[config.mk]
export PLATFORM = sky130hd
export DESIGN_NAME = smg_display_ctrl
export DESIGN_NICKNAME = d
export VERILOG_FILES = /design/src/rtl/smg_pkg.sv /design/src/rtl/smg_seg_encode.sv /design/src/rtl/smg_display_ctrl.sv
export SDC_FILE = /design/constraint.sdc
export NUM_CORES = 1
export LEC_CHECK = 0
export BUFFER_PORTS_ARGS = -buffer_cell sky130_fd_sc_hd__buf_2
export CORE_MARGIN = 3
export CORE_UTILIZATION = 35
export CTS_BUF_LIST = sky130_fd_sc_hd__clkbuf_8
export CTS_CLUSTER_SIZE = 12
export DETAILED_ROUTE_END_ITERATION = 8
export HOLD_SLACK_MARGIN = 0.03
export PLACE_DENSITY_LB_ADDON = 0.05
export SLEW_MARGIN = 10
export SYNTH_ARGS = -nofsm -noshare
export SYNTH_HDL_FRONTEND = slang
export SYNTH_SLANG_ARGS = --single-unit
[constraint.sdc]
create_clock -name clk_i -period 8 [get_ports clk_i]
set_input_delay 1.6 -clock clk_i [delete_from_list [all_inputs] [get_ports clk_i]]
set_output_delay 1.6 -clock clk_i [all_outputs]
set_load 0.02 [all_outputs]
[src/rtl/smg_pkg.sv]
// Shared types and constants for the seven-segment display controller.
// Digit record layout and active-low hex segment table.
package smg_pkg;

  localparam int NUM_DIGITS = 6;
  localparam int IDX_W      = 3;

  localparam logic [7:0] SEG_BLANK = 8'hFF;

  typedef struct packed {
    logic       en;
    logic       dp;
    logic [3:0] value;
  } digit_t;

  typedef enum logic {
    PTR_A = 1'b0,
    PTR_B = 1'b1
  } ptr_e;

  // Index 0 sits in the low byte: entries run F..0 from MSB to LSB.
  localparam logic [15:0][7:0] SEG_HEX = {
    8'h8E, 8'h86, 8'hA1, 8'hC6,
    8'h83, 8'h88, 8'h90, 8'h80,
    8'hF8, 8'h82, 8'h92, 8'h99,
    8'hB0, 8'hA4, 8'hF9, 8'hC0
  };

endpackage

[src/rtl/smg_seg_encode.sv]
// Digit record to active-low {dp,g,f,e,d,c,b,a} pattern.
// Purely combinational; blank digits drive all segments off.
module smg_seg_encode
  import smg_pkg::*;
(
  input  digit_t     dig_i,
  output logic [7:0] seg_o
);

  always_comb begin
    seg_o = SEG_BLANK;
    if (dig_i.en) begin
      seg_o = SEG_HEX[dig_i.value];
      if (dig_i.dp) begin
        seg_o[7] = 1'b0;
      end
    end
  end

endmodule

[src/rtl/smg_display_ctrl.sv]
// Scan strobe, two-port round-robin digit writer and
// tear-free frame commit for the 6-digit scanner.
module smg_display_ctrl
  import smg_pkg::*;
#(
  parameter int SCAN_DIV = 50000
)
(
  input  logic       clk_i,
  input  logic       rst_i,
  input  logic       a_valid_i,
  input  logic [2:0] a_digit_i,
  input  logic [3:0] a_value_i,
  input  logic       a_dp_i,
  input  logic       a_en_i,
  output logic       a_ready_o,
  input  logic       b_valid_i,
  input  logic [2:0] b_digit_i,
  input  logic [3:0] b_value_i,
  input  logic       b_dp_i,
  input  logic       b_en_i,
  output logic       b_ready_o,
  output logic       scan_tick_o,
  output logic [2:0] scan_idx_o,
  output logic       frame_commit_o,
  output logic [7:0] smg_1_o,
  output logic [7:0] smg_2_o,
  output logic [7:0] smg_3_o,
  output logic [7:0] smg_4_o,
  output logic [7:0] smg_5_o,
  output logic [7:0] smg_6_o
);

  localparam int CW =
    (SCAN_DIV > 1) ? $clog2(SCAN_DIV) : 1;
  localparam logic [CW-1:0] DIV_MAX =
    CW'(SCAN_DIV - 1);
  localparam logic [IDX_W-1:0] IDX_LAST =
    IDX_W'(NUM_DIGITS - 1);
  localparam logic [IDX_W-1:0] IDX_LIM =
    IDX_W'(NUM_DIGITS);

  logic [CW-1:0]    div_cnt;
  logic [IDX_W-1:0] scan_idx;
  ptr_e             ptr;
  logic             dirty;

  digit_t     shadow_q [NUM_DIGITS];
  digit_t     disp_q   [NUM_DIGITS];
  digit_t     disp_d   [NUM_DIGITS];
  logic [7:0] seg_d    [NUM_DIGITS];
  logic [7:0] seg_q    [NUM_DIGITS];

  logic             tick;
  logic             frame_end;
  logic             commit;
  logic             wr_en;
  logic             wr_ok;
  logic [IDX_W-1:0] wr_digit;
  digit_t           wr_rec;

  assign tick      = (div_cnt == DIV_MAX);
  assign frame_end = tick & (scan_idx == IDX_LAST);
  assign commit    = frame_end & dirty;

  assign a_ready_o = a_valid_i &
                     (~b_valid_i | (ptr == PTR_A));
  assign b_ready_o = b_valid_i &
                     (~a_valid_i | (ptr == PTR_B));

  assign wr_en = a_ready_o | b_ready_o;

  always_comb begin
    wr_digit     = b_digit_i;
    wr_rec.en    = b_en_i;
    wr_rec.dp    = b_dp_i;
    wr_rec.value = b_value_i;
    if (a_ready_o) begin
      wr_digit     = a_digit_i;
      wr_rec.en    = a_en_i;
      wr_rec.dp    = a_dp_i;
      wr_rec.value = a_value_i;
    end
  end

  // Out-of-range digits are acknowledged but discarded.
  assign wr_ok = wr_en & (wr_digit < IDX_LIM);

  // Commit sees the shadow before this cycle's write lands.
  always_comb begin
    for (int i = 0; i < NUM_DIGITS; i++) begin
      disp_d[i] = commit ? shadow_q[i] : disp_q[i];
    end
  end

  for (genvar g = 0; g < NUM_DIGITS; g++) begin : g_enc
    smg_seg_encode u_enc (
      .dig_i (disp_d[g]),
      .seg_o (seg_d[g])
    );
  end

  always_ff @(posedge clk_i or negedge rst_i) begin
    if (!rst_i) begin
      div_cnt  <= '0;
      scan_idx <= '0;
    end else if (tick) begin
      div_cnt  <= '0;
      scan_idx <= (scan_idx == IDX_LAST) ?
                  '0 : scan_idx + 1'b1;
    end else begin
      div_cnt  <= div_cnt + 1'b1;
    end
  end

  always_ff @(posedge clk_i or negedge rst_i) begin
    if (!rst_i) begin
      ptr <= PTR_A;
    end else if (a_valid_i & b_valid_i) begin
      ptr <= a_ready_o ? PTR_B : PTR_A;
    end
  end

  always_ff @(posedge clk_i or negedge rst_i) begin
    if (!rst_i) begin
      dirty <= 1'b0;
    end else if (wr_ok) begin
      dirty <= 1'b1;
    end else if (commit) begin
      dirty <= 1'b0;
    end
  end

  always_ff @(posedge clk_i or negedge rst_i) begin
    if (!rst_i) begin
      for (int i = 0; i < NUM_DIGITS; i++) begin
        shadow_q[i] <= '0;
        disp_q[i]   <= '0;
        seg_q[i]    <= SEG_BLANK;
      end
    end else begin
      for (int i = 0; i < NUM_DIGITS; i++) begin
        if (wr_ok && (wr_digit == IDX_W'(i))) begin
          shadow_q[i] <= wr_rec;
        end
        disp_q[i] <= disp_d[i];
        seg_q[i]  <= seg_d[i];
      end
    end
  end

  assign scan_tick_o    = tick;
  assign scan_idx_o     = scan_idx;
  assign frame_commit_o = commit;

  assign smg_1_o = seg_q[0];
  assign smg_2_o = seg_q[1];
  assign smg_3_o = seg_q[2];
  assign smg_4_o = seg_q[3];
  assign smg_5_o = seg_q[4];
  assign smg_6_o = seg_q[5];

endmodule

==> metrics.cfg <==
[run_status]
status=finished, final reports clean

[global_routing]
grt_max_degree=74
grt_pass1_wl_um=30370
grt_usage_pct=15.70
grt_pass1_vias=5841
antenna_found_initial=0
overflow=0

[placement]
dpl_cell_area_mm2=0.008284
place.gp.congestion=0.8871
io_buffers=76
dp_hpwl_um=13040

[floorplan]
core_mm2=0.02135
io_pins=77
die_area_mm2=0.02386
fp-row-count=53
initial_core_util_pct=36.14
die_w_um=154.5
die_y_um=154.5

[route]
dr.pass1.iters=5
avgViaCountPerCell=5.228
drc=0
routed-via-count=5678
drt_first_iter_violations=367
antenna_left=0
wl_per_cell_um=16.98
wl_um=18440

[power]
p_leak_nw=3.938
ir_drop_v=0.0001010
fin_total_pwr_mw=1.768
powerDensity_mw_per_mm2=203.9

[critical_path]
rrSetupSlack_ns=3.97
end_kind=primary output
path_common_cell=inv_4
slowest_stage=inv_4
r2r-end=smg_5_o[0]
cp_cell_sequence=ha_1 -> and3_1 -> nand4_4 -> inv_4 -> nand2_8 -> inv_4 -> buf_2
r2r_start=div_cnt[0]
path_class=flip-flop to primary output
worst-path-buf-inv=3
rr_worst_depth=13
worst_setup_path_start_kind=flip-flop
critPathMaxFanout=71
arrival_ns=2.94
critPathLaunch=div_cnt[0]
worstPathRequired_ns=6.40
critical_path.top_delay_family=buffers and inverters
max_stage_delay_ns=0.47

[synth]
yosysWarnings=0
ys.flop_type=dfrtp_1
synth.yosys.seq_area_share_pct=46.51
avgSynthCellArea_um2=10.53
syn_area_mm2=0.007716
postSynthRegisterBits=141
netlist_instances=733
ys_async_sr_fraction_pct=100.0
synth_edf_count=0
synth_cell_types=59
synth_nets=798

[sta]
slew_headroom_pct=41.28
max_freq_ghz=0.2202
slew_violations=0
hold_violations=0
min_period_ns=4.541
worst_pin_slew_ns=0.8808
finalCritPeriodShare_pct=56.76
whs_ns=0.4734
setup_viol=0
tns_ns=0
fin_worst_skew_ns=0.01765
rsz0062_at_grt=false

[cts]
cts_hold_buf=0
ctsRootBufferMaster=clkbuf_8
path_clk_slew_ns=0.08
cts_sinks=141
cts_buffers=17
post-cts-setup-buffers=0
cts_tree=built
htreeDepth=4
insertion_delay_ns=0.44
post_cts_resized=0
clk_path_buf_depth=2

[finish]
final_common_cell=dfrtp_1
num-fill-cells=2058
post-route-util_pct=40.61
fin_area_mm2=0.008671
multi_input_area_mm2=0.003765
nets=863
diodes=0
post_route_cells_drive_above_1_share_pct=27.74
layout_common_cells=dfrtp_1, nand2_1, buf_2, dfstp_2
areaGrowthSynthToFinish_pct=12.37
final-seq-area_mm2=0.003588

[job]
cap_violations=0

[min_path]
min_to=disp_q[22]
min_path_cells=2
min_from=disp_q[22]
hold_path_class=flip-flop to flip-flop

power by group:
group	leakage, nW	total (mW)	internal [mW]	switching, mW
Combinational	2.03	0.244	0.134	0.110
Sequential	1.71	0.961	0.808	0.154
Clock	0.204	0.562	0.290	0.272
Total	3.94	1.77	1.23	0.537
flip-flops by register name (all words and copies together) (netlist names):
name	count
ptr	1
scan_idx_o	3
smg_3_o	8
shadow_q	36
smg_4_o	8
smg_2_o	8
smg_6_o	8
disp_q	36
div_cnt	16
smg_1_o	8
dirty	1
smg_5_o	8
layer usage:
layer,track usage [%],wire length (um),up-vias
met5,0,0,-
met4,3.701,195,0
met3,3.414,892,17
met2,25.75,8825,146
met1,21.31,8522,2820
li1,-,-,2695
through the flow:
| stage | instances | setup slack [ns] |
|---|---|---|
| floorplan | 733 | 4.476 |
| global placement | 1054 | 3.982 |
| detailed placement | 1054 | 3.901 |
| CTS | 1086 | 3.395 |
| global route | 1086 | 3.216 |
| finish | 1086 | 3.459 |
tightest hold or removal path: stages, from the launching register on:
cell and delay, ns:
dfrtp_1 0.32, nand2_1 0.05, nand2_1 0.07
worst max-delay path by stage:
stage / end / slack, ns / cells past startpoint
floorplan: a_ready_o / 4.48 / 3
global placement: frame_commit_o / 3.98 / 7
detailed placement: frame_commit_o / 3.90 / 7
CTS: frame_commit_o / 3.39 / 7
global route: frame_commit_o / 3.22 / 7
finish: frame_commit_o / 3.46 / 7
final cells by class:
| type | count | share of cell area (%) |
|---|---|---|
| well taps | 275 | 3.968 |
| repair buffers | 78 | 4.632 |
| flip-flops and latches | 141 | 41.39 |
| inverters | 48 | 2.136 |
| clock inverters | 13 | 1.443 |
| clock buffers | 19 | 3.016 |
| multi-input cells | 512 | 43.42 |
cells in the mapped netlist, types with 11 or more instances:
cell / instances / area share (%)
dfstp_2: 48 / 16
mux2_2: 44 / 6.4
o21ai_0: 29 / 1.9
mux2i_1: 43 / 5.6
nor2b_1: 13 / 1.1
nor3_1: 22 / 1.4
a21oi_1: 30 / 1.9
nand2_1: 77 / 3.7
ha_1: 43 / 7.0
inv_1: 42 / 2.0
nor2_1: 39 / 1.9
dfrtp_1: 93 / 30
nand4_1: 11 / 0.89
nand3_1: 23 / 1.5
logic make-up after synthesis:
| logic type | after synthesis | synth area share [%] |
|---|---|---|
| AND/OR/NAND/NOR | 227 | 14.87 |
| flip-flops | 141 | 46.51 |
| AO/OA/AOI/OAI | 129 | 10.69 |
| multiplexers | 95 | 14.22 |
| buffers and inverters | 80 | 4.702 |
| adder cells (fa/ha/maj) | 43 | 6.973 |
| XOR/XNOR | 18 | 2.043 |
No activity file was read; power rests on OpenSTA's default activity.
